--- src/rtl/audio_codec_i2s_if.sv ---
// rtl/audio_codec_i2s_if.sv - parallel sample bus between audio stage and I2S serializer
interface audio_codec_i2s_if #(
    parameter int SAMPLE_WIDTH = 16
);
    logic [SAMPLE_WIDTH-1:0] sample_in_l;
    logic [SAMPLE_WIDTH-1:0] sample_in_r;
    logic                    sample_req;
    logic                    sample_end;
    logic [SAMPLE_WIDTH-1:0] audio_in_l;
    logic [SAMPLE_WIDTH-1:0] audio_in_r;

    // Serializer side: consumes DAC samples, requests them, returns ADC words
    modport master (
        input  sample_in_l,
        input  sample_in_r,
        output sample_req,
        output sample_end,
        output audio_in_l,
        output audio_in_r
    );

    // Upstream audio stage side
    modport slave (
        output sample_in_l,
        output sample_in_r,
        input  sample_req,
        input  sample_end,
        input  audio_in_l,
        input  audio_in_r
    );
endinterface

--- src/rtl/audio_codec_i2s.sv ---
// rtl/audio_codec_i2s.sv - I2S master: BCLK/LRCK generation, DAC serializer, ADC deserializer
module audio_codec_i2s #(
    parameter int BCLK_DIV     = 8,
    parameter int SLOT_BITS    = 32,
    parameter int SAMPLE_WIDTH = 16
) (
    input  logic              clk,
    input  logic              reset_n,
    audio_codec_i2s_if.master smp,
    output logic              aud_bclk,
    output logic              aud_daclrck,
    output logic              aud_adclrck,
    output logic              aud_dacdat,
    input  logic              aud_adcdat
);
    localparam int FRAME_BITS = 2 * SLOT_BITS;
    localparam int CW         = $clog2(FRAME_BITS);
    localparam int DW         = $clog2(BCLK_DIV);
    localparam int SW         = SAMPLE_WIDTH;

    logic [DW-1:0] div_q;
    logic          bclk_q;
    logic [CW-1:0] bit_cnt_q;
    logic [CW-1:0] bit_cnt_d;
    logic          lrck_q;
    logic          dacdat_q;
    logic          sample_req_q;
    logic          sample_end_q;
    logic [SW-1:0] shift_l_q;
    logic [SW-1:0] shift_r_q;
    logic          adc_s1_q;
    logic          adc_s2_q;
    logic [1:0]    cap_l_q;
    logic [1:0]    cap_r_q;
    logic [SW-1:0] adc_l_q;
    logic [SW-1:0] adc_l_d;
    logic [SW-1:0] adc_r_q;
    logic [SW-1:0] adc_r_d;
    logic [SW-1:0] audio_l_q;
    logic [SW-1:0] audio_r_q;
    logic          div_term;
    logic          rise;
    logic          fall;
    logic          frame_start;
    logic          cur_left;
    logic          cur_right;
    logic          nxt_left;
    logic          nxt_right;

    // Event decode, next bit position and ADC word next-state
    always_comb begin
        div_term    = (div_q == DW'(BCLK_DIV - 1));
        rise        = div_term && !bclk_q;
        fall        = div_term && bclk_q;
        bit_cnt_d   = (bit_cnt_q == CW'(FRAME_BITS - 1)) ? '0 : bit_cnt_q + CW'(1);
        frame_start = fall && (bit_cnt_d == '0);
        cur_left    = (bit_cnt_q >= CW'(1)) && (bit_cnt_q <= CW'(SW));
        cur_right   = (bit_cnt_q >= CW'(SLOT_BITS + 1)) && (bit_cnt_q <= CW'(SLOT_BITS + SW));
        nxt_left    = (bit_cnt_d >= CW'(1)) && (bit_cnt_d <= CW'(SW));
        nxt_right   = (bit_cnt_d >= CW'(SLOT_BITS + 1)) && (bit_cnt_d <= CW'(SLOT_BITS + SW));
        adc_l_d     = cap_l_q[1] ? {adc_l_q[SW-2:0], adc_s2_q} : adc_l_q;
        adc_r_d     = cap_r_q[1] ? {adc_r_q[SW-2:0], adc_s2_q} : adc_r_q;
    end

    // Bit clock divider: toggle BCLK every BCLK_DIV clks
    always_ff @(posedge clk or negedge reset_n) begin
        if (!reset_n) begin
            div_q  <= '0;
            bclk_q <= 1'b0;
        end else if (div_term) begin
            div_q  <= '0;
            bclk_q <= !bclk_q;
        end else begin
            div_q  <= div_q + DW'(1);
        end
    end

    // Frame sequencing on BCLK falls: bit counter, LRCK, DAC shift-out, req/end strobes
    always_ff @(posedge clk or negedge reset_n) begin
        if (!reset_n) begin
            bit_cnt_q    <= '0;
            lrck_q       <= 1'b0;
            dacdat_q     <= 1'b0;
            sample_req_q <= 1'b0;
            sample_end_q <= 1'b0;
            shift_l_q    <= '0;
            shift_r_q    <= '0;
        end else if (fall) begin
            bit_cnt_q    <= bit_cnt_d;
            lrck_q       <= (bit_cnt_d >= CW'(SLOT_BITS));
            sample_req_q <= (bit_cnt_d == CW'(FRAME_BITS - 2));
            sample_end_q <= (bit_cnt_d == '0);
            if (bit_cnt_d == '0) begin
                shift_l_q <= smp.sample_in_l;
                shift_r_q <= smp.sample_in_r;
                dacdat_q  <= 1'b0;
            end else if (nxt_left) begin
                dacdat_q  <= shift_l_q[SW-1];
                shift_l_q <= shift_l_q << 1;
            end else if (nxt_right) begin
                dacdat_q  <= shift_r_q[SW-1];
                shift_r_q <= shift_r_q << 1;
            end else begin
                dacdat_q  <= 1'b0;
            end
        end else begin
            sample_req_q <= 1'b0;
            sample_end_q <= 1'b0;
        end
    end

    // ADC capture: the rise-event strobe is delayed two clks so it meets the
    // pin value as it was at the rise after passing through the synchronizer
    always_ff @(posedge clk or negedge reset_n) begin
        if (!reset_n) begin
            adc_s1_q  <= 1'b0;
            adc_s2_q  <= 1'b0;
            cap_l_q   <= '0;
            cap_r_q   <= '0;
            adc_l_q   <= '0;
            adc_r_q   <= '0;
            audio_l_q <= '0;
            audio_r_q <= '0;
        end else begin
            adc_s1_q <= aud_adcdat;
            adc_s2_q <= adc_s1_q;
            cap_l_q  <= {cap_l_q[0], rise && cur_left};
            cap_r_q  <= {cap_r_q[0], rise && cur_right};
            adc_l_q  <= adc_l_d;
            adc_r_q  <= adc_r_d;
            if (frame_start) begin
                audio_l_q <= adc_l_d;
                audio_r_q <= adc_r_d;
            end
        end
    end

    assign aud_bclk       = bclk_q;
    assign aud_daclrck    = lrck_q;
    assign aud_adclrck    = lrck_q;
    assign aud_dacdat     = dacdat_q;
    assign smp.sample_req = sample_req_q;
    assign smp.sample_end = sample_end_q;
    assign smp.audio_in_l = audio_l_q;
    assign smp.audio_in_r = audio_r_q;
endmodule

--- src/flat_wrapper.sv ---
// flat-port wrapper written by rule: the top's interface ports become plain ports
module audio_codec_i2s_flat 
#(
    parameter int BCLK_DIV     = 8,
    parameter int SLOT_BITS    = 32,
    parameter int SAMPLE_WIDTH = 16
)
  (clk, reset_n, aud_bclk, aud_daclrck, aud_adclrck, aud_dacdat, aud_adcdat, smp_sample_in_l, smp_sample_in_r, smp_sample_req, smp_sample_end, smp_audio_in_l, smp_audio_in_r);
  audio_codec_i2s_if #(.SAMPLE_WIDTH(SAMPLE_WIDTH)) smp_i ();
  input  logic clk;
  input  logic reset_n;
  output logic aud_bclk;
  output logic aud_daclrck;
  output logic aud_adclrck;
  output logic aud_dacdat;
  input  logic aud_adcdat;
  input wire logic [$bits(smp_i.sample_in_l)-1:0] smp_sample_in_l;
  input wire logic [$bits(smp_i.sample_in_r)-1:0] smp_sample_in_r;
  output wire logic [$bits(smp_i.sample_req)-1:0] smp_sample_req;
  output wire logic [$bits(smp_i.sample_end)-1:0] smp_sample_end;
  output wire logic [$bits(smp_i.audio_in_l)-1:0] smp_audio_in_l;
  output wire logic [$bits(smp_i.audio_in_r)-1:0] smp_audio_in_r;
  assign smp_i.sample_in_l = smp_sample_in_l;
  assign smp_i.sample_in_r = smp_sample_in_r;
  assign smp_sample_req = smp_i.sample_req;
  assign smp_sample_end = smp_i.sample_end;
  assign smp_audio_in_l = smp_i.audio_in_l;
  assign smp_audio_in_r = smp_i.audio_in_r;
  audio_codec_i2s #(.BCLK_DIV(BCLK_DIV), .SLOT_BITS(SLOT_BITS), .SAMPLE_WIDTH(SAMPLE_WIDTH)) u_core (.clk(clk), .reset_n(reset_n), .smp(smp_i), .aud_bclk(aud_bclk), .aud_daclrck(aud_daclrck), .aud_adclrck(aud_adclrck), .aud_dacdat(aud_dacdat), .aud_adcdat(aud_adcdat));
endmodule
--- config.mk ---
export PLATFORM = sky130hd
export DESIGN_NAME = audio_codec_i2s_flat
export DESIGN_NICKNAME = d
export VERILOG_FILES = /design/src/rtl/audio_codec_i2s_if.sv /design/src/rtl/audio_codec_i2s.sv /design/src/flat_wrapper.sv
export SDC_FILE = /design/constraint.sdc
export NUM_CORES = 1
export LEC_CHECK = 0
export CAP_MARGIN = 40
export CORE_UTILIZATION = 49
export CTS_BUF_LIST = sky130_fd_sc_hd__clkbuf_2 sky130_fd_sc_hd__clkbuf_4 sky130_fd_sc_hd__clkbuf_8
export DETAILED_ROUTE_END_ITERATION = 10
export GPL_TIMING_DRIVEN = 0
export PLACE_DENSITY = 0.88
export SLEW_MARGIN = 20
export SYNTH_ARGS = -nofsm -noshare
export SYNTH_HDL_FRONTEND = slang
export SYNTH_SLANG_ARGS = --single-unit
export TNS_END_PERCENT = 5
--- constraint.sdc ---
create_clock -name clk -period 2.4 [get_ports clk]
set_input_delay 0.24 -clock clk [delete_from_list [all_inputs] [get_ports clk]]
set_output_delay 0.24 -clock clk [all_outputs]
set_load 0.1 [all_outputs]
==> metrics.yaml, run 1 <==
final_cell_mix: "dfrtp_1 (114), clkdlybuf4s50_1 (71), buf_8 (39)"
hold_path_class: "in2async"
drtPass1Iterations: 4
critical-path-top-delay-family: "simple AND/OR/NAND/NOR gates"
seq_area_frac_synth_pct: 59.1
grt_pass1_vias: 3512
routedWlPerCell_um: 16.2
core-area_um2: 9730
cp_data_required_time_ps: 2700
h-tree-depth: 4
timing.hold.ws_ps: 288
clock_path_buffers: 2
grt_util_all_layers_pct: 22.2
crit_buf_inv: 5
multiInputGateArea_um2: 1880
worstPathCellList: "ha_4 > and3_4 > and4b_1 > a2bb2oi_4 > or2_1 > buf_6 > inv_8 > buf_12 > buf_12 > buf_4 > mux2_4"
initial_core_util_pct: 50.5
fp.dieH_um: 102
nets: 546
finalMaxSlewViolations: 0
syn-mean-instance-area_um2: 13.6
ys_dominant_reg_cell: "dfrtp_1"
r2r_cells: 11
skew_ps: 11.8
ys_ff_latch: 116
grt-ovfl-total: 0
die_area_um2: 10400
area_growth_pct: 42.1
crit_fanout: 5
drc: 0
r2r_setup_slack_ps: 20
portBuffers: 72
syn_nets: 405
cp-end-kind: "flip-flop"
p_total_mw: 3.70
post-route-util_pct: 71.7
antenna_cells: 0
wl_um: 10500
drt_iter0_drc: 124
syn_inst: 362
mostFrequentLayoutCell: "dfrtp_1"
setup.worst_path.start_class: "flip-flop"
cts_made_buffers: 17
drive_above_1_share_pct: 28.5
ctsRootBufferMaster: "clkbuf_8"
path_clk_slew_ps: 70
reg2reg_to: "u_core.smp.audio_in_l[4]"
max_cap_viol_count: 0
clock-sinks: 116
max_stage_delay_ps: 440
slowest_stage: "dfrtp_2"
synth_cell_types: 49
cts_tree: "built"
synth_edf_count: 0
clock.fmax_mhz: 421
antenna_found_initial: 0
p_leak_nw: 3.16
regArea_um2: 2910
min_period_over_period_pct: 99.1
worstSetupPathType: "reg2reg"
cpMostUsedCell: "buf_12"
yosys_warnings: 0
dp_hpwl_um: 7040
p_per_area_nw_per_um2: 530
vias: 3344
viasPerCell: 5.16
synthesis.area_um2: 4910
ant_nets: 0
worstPathArrival_ps: 2680
tightest_slew_ps: 595
clk_latency_ps: 420
grt_setup_unrepaired: "yes"
status: "completed"
synth-async-reset-ratio_pct: 100
io_pins: 73
grt_max_degree: 82
relSlewSlack_pct: 60.3
nFillCells: 658
die_w_um: 102
finalHoldViolCount: 0
grt_pass1_wl_um: 17200
setup_viol: 0
reg2reg_from: "u_core.bit_cnt_q[0]"
min_period_ps: 2380
gp_congestion: 0.874
ir_drop_uv: 302
num_rows: 36
[layer usage]
layer	GRT usage (%)	wire length (um)	up-vias
met2	38.0	5470	76
met1	26.5	4560	1683
li1	-	-	1574
met5	0	0	-
met4	8.35	92	0
met3	6.50	357	11
[power breakdown]
part / switching, mW / leakage, nW / internal, mW
registers: 0.00140 / 1.51 / 1.96
logic: 0.0474 / 1.47 / 0.0557
clock network: 0.786 / 0.179 / 0.850
[layout make-up]
cell class	count	share of cell area (%)
sequential	116	41.6
multi-input combinational	217	27.0
timing repair buffer	123	21.1
clock buffer	19	3.66
tap	133	2.38
buffer	23	2.35
clock inverter	12	1.56
inverter	5	0.377
[sequential cells by signal, summed over array words and instances, names as in the netlist]
| name | cells |
|---|---|
| u_core.cap_l_q | 2 |
| u_core.adc_s2_q | 1 |
| u_core.smp.sample_end | 1 |
| u_core.cap_r_q | 2 |
| u_core.aud_bclk | 1 |
| u_core.div_q | 3 |
| u_core.adc_l_q | 16 |
| u_core.shift_l_q | 16 |
| u_core.aud_adclrck | 1 |
| u_core.smp.audio_in_l | 16 |
| u_core.adc_r_q | 16 |
| u_core.bit_cnt_q | 6 |
| u_core.smp.sample_req | 1 |
| u_core.aud_dacdat | 1 |
| u_core.smp.audio_in_r | 16 |
| u_core.shift_r_q | 16 |
| u_core.adc_s1_q | 1 |
[repair_timing]
action / CTS / global route
hold endpoints to repair: 35 / 0
buffers inserted: 9 / 0
hold buffers: 1 / 0
pin swaps: 4 / 4
setup endpoints to repair: 62 / 28
gates cloned: 2 / 0
gates resized for setup: 8 / 8
[cell usage after synthesis, types with 2 or more instances]
| master | number | share of area (%) |
|---|---|---|
| a21oi_1 | 20 | 2.0 |
| or3_1 | 14 | 1.8 |
| nand3_1 | 4 | 0.41 |
| o21ai_1 | 2 | 0.20 |
| inv_1 | 3 | 0.23 |
| mux2_1 | 28 | 6.4 |
| o221a_1 | 15 | 3.4 |
| nor2_1 | 22 | 1.7 |
| nand4_1 | 2 | 0.25 |
| and3_1 | 2 | 0.25 |
| mux2i_1 | 16 | 3.3 |
| xnor2_1 | 2 | 0.36 |
| nand2_1 | 16 | 1.2 |
| xor2_1 | 3 | 0.54 |
| ha_1 | 8 | 2.0 |
| buf_6 | 3 | 0.69 |
| nor3_1 | 2 | 0.20 |
| buf_4 | 2 | 0.31 |
| buf_2 | 5 | 0.51 |
| clkbuf_1 | 10 | 0.76 |
| and2_1 | 4 | 0.51 |
| buf_8 | 2 | 0.61 |
| mux2_4 | 4 | 1.2 |
| mux2_2 | 32 | 7.3 |
| dfrtp_1 | 116 | 59 |
| o21ai_0 | 2 | 0.20 |
[cells by family after synthesis]
family / share of synthesized area (%)
DFF: 59.1
xor gates and xnor gates: 1.22
AOI/OAI and AO/OA: 7.98
adders and majority gates: 2.04
muxes: 18.2
buffers and inverters: 3.80
and+or+nand+nor: 7.59
[per-stage QoR]
stage / cell area [um2] / setup TNS, ps / worst slack [ps] / std cells
floorplan: 4910 / 0 / 11.3 / 362
global placement: 5800 / -365440 / -3490 / 567
detailed placement: 6400 / -9520 / -219 / 606
CTS: 6950 / 0 / 8.36 / 648
global route: 6980 / -18.3 / -13.1 / 648
finish: 6980 / 0 / 21.9 / 648
[worst max-delay path by stage]
| stage | startpoint | to | slack, ps | cells after the start |
|---|---|---|---|---|
| floorplan | u_core.bit_cnt_q[0] | u_core.smp.audio_in_r[11] | 10 | 11 |
| global placement | reset_n | u_core.bit_cnt_q[0] | -3490 | 1 |
| detailed placement | u_core.bit_cnt_q[0] | u_core.shift_r_q[9] | -220 | 12 |
| CTS | u_core.bit_cnt_q[1] | u_core.smp.audio_in_r[11] | 8 | 10 |
| global route | u_core.bit_cnt_q[0] | u_core.smp.audio_in_l[4] | -10 | 11 |
| finish | u_core.bit_cnt_q[0] | u_core.smp.audio_in_l[4] | 20 | 11 |
(Power assumes the default switching activity.)
==> run 2: changes to the inputs <==
--- a/config.mk
+++ b/config.mk
@@ -7,4 +7,5 @@
 export LEC_CHECK = 0
 export CAP_MARGIN = 40
+export CORE_MARGIN = 4
 export CORE_UTILIZATION = 49
 export CTS_BUF_LIST = sky130_fd_sc_hd__clkbuf_2 sky130_fd_sc_hd__clkbuf_4 sky130_fd_sc_hd__clkbuf_8
==> constraint.sdc (replaced) <==
create_clock -name clk -period 2.4 [get_ports clk]
set_input_delay 0.36 -clock clk [delete_from_list [all_inputs] [get_ports clk]]
set_output_delay 0.36 -clock clk [all_outputs]
set_load 0.1 [all_outputs]
==> run 2 against run 1 <==
Effect of this change: via count is 1.4% higher; largest power group unchanged; highest routed layer unchanged; clock power rose by 5%; first-iteration DRC count is 5.6% higher; hold slack gained 64 ps; clock skew hardly changed; worst setup slack gained 46 ps; sequential share of layout area about the same; power is 2.6% higher; fmax is 2.0% higher; largest cell class unchanged; global-route usage is 2.5 points lower; combinational power about the same.
==> metrics.yaml, run 2 (synthesized netlist as in run 1, its figures left out) <==
skew_ps: 11.5  # -0.209 ps
p_leak_nw: 3.17  # +0.21%
fin_area_um2: 6980  # about the same
wl_um: 10600  # +1.2%
p_int_mw: 2.95  # +3.1%
post-place-cells: 606  # unchanged
grt_max_degree: 66  # -20%
slowest_stage: "dfrtp_2"
die_area_um2: 11700  # +12%
drtPass1Iterations: 4  # unchanged
pwr-share-seq_pct: 51.6  # -1.4 points
initial_core_util_pct: 50.2  # -0.23 points
status: "completed"
min_period_over_period_pct: 97.2  # -1.9 points
timing.hold.ws_ps: 352  # +64.5 ps
combPwrFrac_pct: 2.7  # about the same
nets: 545  # -0.18%
cts_made_buffers: 17  # unchanged
drc: 0  # unchanged
routedWlPerCell_um: 16.4  # +1.4%
switchingPower_mw: 0.842  # +0.78%
clock_path_buffers: 2  # unchanged
drive_above_1_share_pct: 27.8  # -0.72 points
power.share.clock_pct: 45.6  # +1.4 points
clock-sinks: 116  # unchanged
worstPathCellList: "ha_4 > and3_4 > and4b_1 > a2bb2oi_4 > or2_1 > buf_6 > inv_8 > buf_12 > buf_4 > mux2_1"
ant_nets: 0  # unchanged
viasPerCell: 5.24  # +1.6%
cp-end-kind: "flip-flop"
tightest_slew_ps: 578  # -17.2 ps
die_w_um: 108  # +5.9%
p_per_area_nw_per_um2: 544  # +2.5%
relSlewSlack_pct: 61.1  # +0.72 points
gp_congestion: 0.924  # +5.8%
cts_tree: "built"
multiInputGateArea_um2: 1860  # -1.1%
final_cells: 647  # -0.15%
io_pins: 73  # unchanged
regArea_um2: 2910  # unchanged
antenna_found_initial: 0  # unchanged
grt_util_all_layers_pct: 19.7  # -2.5 points
max_cap_viol_count: 0  # unchanged
hold_path_class: "reg2reg"
grt_setup_unrepaired: "yes"
finalHoldViolCount: 0  # unchanged
clock.fmax_mhz: 429  # +2.0%
fp.dieH_um: 108  # +5.9%
ctsRootBufferMaster: "clkbuf_8"
grt_pass1_vias: 3696  # +5.2%
path_clk_slew_ps: 70  # about the same
grt-ovfl-total: 0  # unchanged
min_period_ps: 2330  # -46.0 ps
cp_data_required_time_ps: 2700  # about the same
area_growth_pct: 42.2  # about the same
max_stage_delay_ps: 440  # about the same
mostFrequentLayoutCell: "dfrtp_1"
ir_drop_uv: 350  # +16%
crit_fanout: 9  # +4
clk_latency_ps: 420  # about the same
vias: 3391  # +1.4%
grt_pass1_wl_um: 17800  # +3.9%
core-area_um2: 9770  # +0.46%
portBuffers: 72  # unchanged
worstPathArrival_ps: 2630  # -50 ps
place_ws_ps: -230  # -11.4 ps
setup.worst_path.start_class: "flip-flop"
final_cell_mix: "dfrtp_1 (114), clkdlybuf4s50_1 (71), buf_8 (37)"
nFillCells: 674  # +2.4%
finalMaxSlewViolations: 0  # unchanged
final.setup.worst_slack_ps: 68.0  # +46.0 ps
swShare_pct: 22.2  # -0.39 points
setup_viol: 0  # unchanged
num_rows: 36  # unchanged
place_area_um2: 6410  # +0.20%
antenna_cells: 0  # unchanged
dp_hpwl_um: 7490  # +6.3%
worstSetupPathType: "reg2reg"
h-tree-depth: 4  # unchanged
drt_iter0_drc: 131  # +5.6%
tns_ps: 0  # unchanged
run 2: worst paths after layout:
kind                                           from                         to  slack (ps)  depth (start not counted)
worst max-delay path            u_core.bit_cnt_q[0]  u_core.smp.audio_in_l[15]          70                         10
worst min-delay path              u_core.cap_l_q[0]          u_core.cap_l_q[1]         350                          0
worst max register to register  u_core.bit_cnt_q[0]  u_core.smp.audio_in_l[15]          70                         10
worst min register to register    u_core.cap_l_q[0]          u_core.cap_l_q[1]         350                          0
max in group asynchronous                   reset_n        u_core.bit_cnt_q[0]        1270                          3
min in group asynchronous                   reset_n        u_core.shift_r_q[9]         450                          2
run 2: what timing repair did:
| action | 4_1_cts | 5_1_grt |
|---|---|---|
| buffers inserted | 8 | 0 |
| gates cloned | 1 | 1 |
| endpoints found under the hold margin | 51 | 0 |
| hold buffers | 1 | 0 |
| endpoints found under the setup margin | 62 | 47 |
| resized for setup | 10 | 3 |
| pin swaps | 6 | 4 |
run 2: power by group through the flow:
stage                     clock network [mW]  registers (mW)  logic (mW)
after CTS                               1.76            1.96       0.106
after global placement                     0            2.00      0.0970
after detailed placement                   0            2.00       0.104
after floorplan                            0            2.00     0.00255
final                                   1.73            1.96       0.103
after global routing                    1.86            1.96       0.114
run 2: metrics by stage:
step | total power, mW | utilization (%)
2_1_floorplan | 2.00 | -
3_3_place_gp | 2.09 | 59.3
3_5_place_dp | 2.10 | 65.6
4_1_cts | 3.83 | 71.1
5_1_grt | 3.93 | 71.4
6_report | 3.79 | 71.4
run 2: layer usage:
metal,global-route usage [%],vias up,part of all wire (%)
li1,-,1576,-
met1,23.9,1709,40
met2,35.0,92,55
met3,5.01,14,4.5
met4,5.41,0,1.0
met5,0,-,0
run 2: final cells by class:
| type | count | share of cell area [%] |
|---|---|---|
| sequential | 116 | 41.6 |
| multi-input combinational | 217 | 26.7 |
| timing repair buffer | 122 | 21.0 |
| clock buffer | 18 | 3.55 |
| buffer | 23 | 2.42 |
| tap | 133 | 2.38 |
| clock inverter | 13 | 1.95 |
| inverter | 5 | 0.376 |
run 2: worst max-delay path, delay by kind of cell (launching register included):
kind | cells | cell delay, ps
compound gates | 1 | 80
fa+ha+maj | 1 | 210
buf+inv | 4 | 460
flops | 1 | 440
mux | 1 | 310
simple gates | 3 | 680
==> run 3: changes to the inputs <==
SKIP_LAST_GASP = 1   (was not set)
==> run 3 against run 2 <==
Effect of this change: hold slack gained 0.81 ps; register-to-register slack lost 30 ps; largest cell class unchanged; sequential share of layout area is essentially flat.
==> metrics.yaml, run 3 (synthesized netlist as in run 1, its figures left out) <==
status: "completed"
critical-path-top-delay-family: "simple AND/OR/NAND/NOR gates"
dp_hpwl_um: 7490  # unchanged
hold_path_class: "reg2reg"
clk_latency_ps: 410  # about the same
setup.worst_path.start_class: "flip-flop"
drc: 0  # unchanged
worstPathArrival_ps: 2660  # +30 ps
clock.fmax_mhz: 423  # -1.3%
initial_core_util_pct: 50.2  # unchanged
core-area_um2: 9770  # unchanged
die_w_um: 108  # unchanged
min_period_over_period_pct: 98.5  # +1.3 points
drt_iter0_drc: 146  # +11%
clock-sinks: 116  # unchanged
drive_above_1_share_pct: 28.0  # +0.14 points
r2r_setup_slack_ps: 40  # -30 ps
grt_setup_unrepaired: "yes"
antenna_cells: 0  # unchanged
vias: 3383  # -0.24%
ir_drop_uv: 349  # about the same
cp_data_required_time_ps: 2690  # about the same
area_growth_pct: 42.1  # about the same
worstSetupPathType: "reg2reg"
r2r_cells: 10  # unchanged
crit_path_end: "u_core.smp.audio_in_l[15]"
relSlewSlack_pct: 61.4  # +0.31 points
worstPathCellList: "ha_4 > buf_6 > and3_4 > and4b_1 > a2bb2oi_4 > or2_4 > inv_8 > buf_12 > buf_4 > mux2_1"
grt-ovfl-total: 0  # unchanged
grt_pass1_vias: 3699  # +0.081%
crit_fanout: 9  # unchanged
path_clk_slew_ps: 70  # about the same
p_per_area_nw_per_um2: 544  # +0.13%
skew_ps: 11.8  # +0.275 ps
finalHoldViolCount: 0  # unchanged
crit_start: "u_core.bit_cnt_q[0]"
path_depth: 10  # unchanged
mostFrequentLayoutCell: "dfrtp_1"
gp_congestion: 0.924  # unchanged
cp-end-kind: "flip-flop"
fp.dieH_um: 108  # unchanged
antenna_found_initial: 0  # unchanged
die_area_um2: 11700  # unchanged
clock_path_buffers: 2  # unchanged
grt_util_all_layers_pct: 19.7  # about the same
num_rows: 36  # unchanged
tightest_slew_ps: 573  # -4.54 ps
final_cell_mix: "dfrtp_1 (114), clkdlybuf4s50_1 (71), buf_8 (37)"
reg2reg_to: "u_core.smp.audio_in_l[15]"
cts_made_buffers: 17  # unchanged
p_total_mw: 3.80  # about the same
reg2reg_from: "u_core.bit_cnt_q[0]"
finalMaxSlewViolations: 0  # unchanged
io_pins: 73  # unchanged
portBuffers: 72  # unchanged
ctsRootBufferMaster: "clkbuf_8"
nFillCells: 674  # unchanged
min_period_ps: 2360  # +31.6 ps
setup_viol: 0  # unchanged
grt_max_degree: 66  # unchanged
grt_pass1_wl_um: 17800  # about the same
drtPass1Iterations: 4  # unchanged
h-tree-depth: 4  # unchanged
ant_nets: 0  # unchanged
nets: 546  # +0.18%
cts_tree: "built"
wl_um: 10600  # -0.17%
viasPerCell: 5.22  # -0.39%
max_cap_viol_count: 0  # unchanged
crit_buf_inv: 4  # unchanged
routedWlPerCell_um: 16.4  # -0.32%
p_leak_nw: 3.17  # about the same
slowest_stage: "dfrtp_2"
timing.hold.ws_ps: 353  # +0.806 ps
max_stage_delay_ps: 440  # about the same
==> run 3: cell count changes in the layout (fill, tap and decap cells not counted) <==
| cell | previous run | this run |
|---|---|---|
| buf_4 | 11 | 12 |
| and2_4 | 1 | 0 |
| xnor2_4 | 1 | 0 |
| and2_1 | 3 | 4 |
| or2_1 | 1 | 0 |
| or2_4 | 0 | 1 |
| xnor2_2 | 0 | 1 |
==> run 3: how the worst min path moves through the flow <==
stage                       from             endpoint  slack (ps)  depth (start not counted)
4_1_cts        u_core.cap_l_q[0]    u_core.cap_l_q[1]         350                          0
6_report         u_core.adc_s1_q      u_core.adc_s2_q         350                          0
3_5_place_dp             reset_n  u_core.shift_r_q[9]         330                          1
2_1_floorplan            reset_n    u_core.adc_l_q[0]          60                          0
5_1_grt        u_core.cap_l_q[0]    u_core.cap_l_q[1]         350                          0
3_3_place_gp   u_core.cap_r_q[0]    u_core.cap_r_q[1]         340                          0
==> run 3: metrics by stage <==
step	worst slack [ps]	util, %	cell area [um2]	TNS, ps	instances
after global routing	-33.5	71.4	6980	-255	648
final	36.3	71.4	6980	0	648
after global placement	-3690	59.3	5800	-387430	567
after CTS	-22.2	71.1	6950	-84.7	647
after detailed placement	-230	65.6	6410	-10260	606
after floorplan	11.3	-	4910	0	362
==> run 3: timing repair <==
item                                   CTS  global route
pin swaps                                4             3
buffers inserted                         8             1
setup endpoints to repair               62            48
cloned                                   1             1
gates resized for setup                 10             2
endpoints found under the hold margin   51             0
hold buffers                             1             0
==> run 3: power breakdown <==
| part | switching [mW] | leakage [nW] | internal [mW] |
|---|---|---|---|
| logic | 0.0468 | 1.47 | 0.0557 |
| registers | 0.00139 | 1.51 | 1.96 |
| clock network | 0.796 | 0.186 | 0.939 |
| total | 0.844 | 3.17 | 2.95 |
==> run 3: area by class of cell <==
cell class,count,area [um2],share of cell area [%]
Buffer,23,169,2.42
Clock buffer,18,248,3.55
Clock inverter,13,136,1.95
Inverter,5,26.3,0.377
Multi-Input combinational cell,217,1850,26.5
Sequential cell,116,2910,41.6
Tap cell,133,166,2.39
Timing Repair Buffer,123,1480,21.1
==> run 3: metal layers <==
metal / vias to the layer above / share of wire, % / global-route usage, %
li1: 1577 / - / -
met1: 1724 / 41 / 23.8
met2: 74 / 55 / 35.1
met3: 8 / 3.8 / 5.01
met4: 0 / 0.85 / 5.41
met5: - / 0 / 0
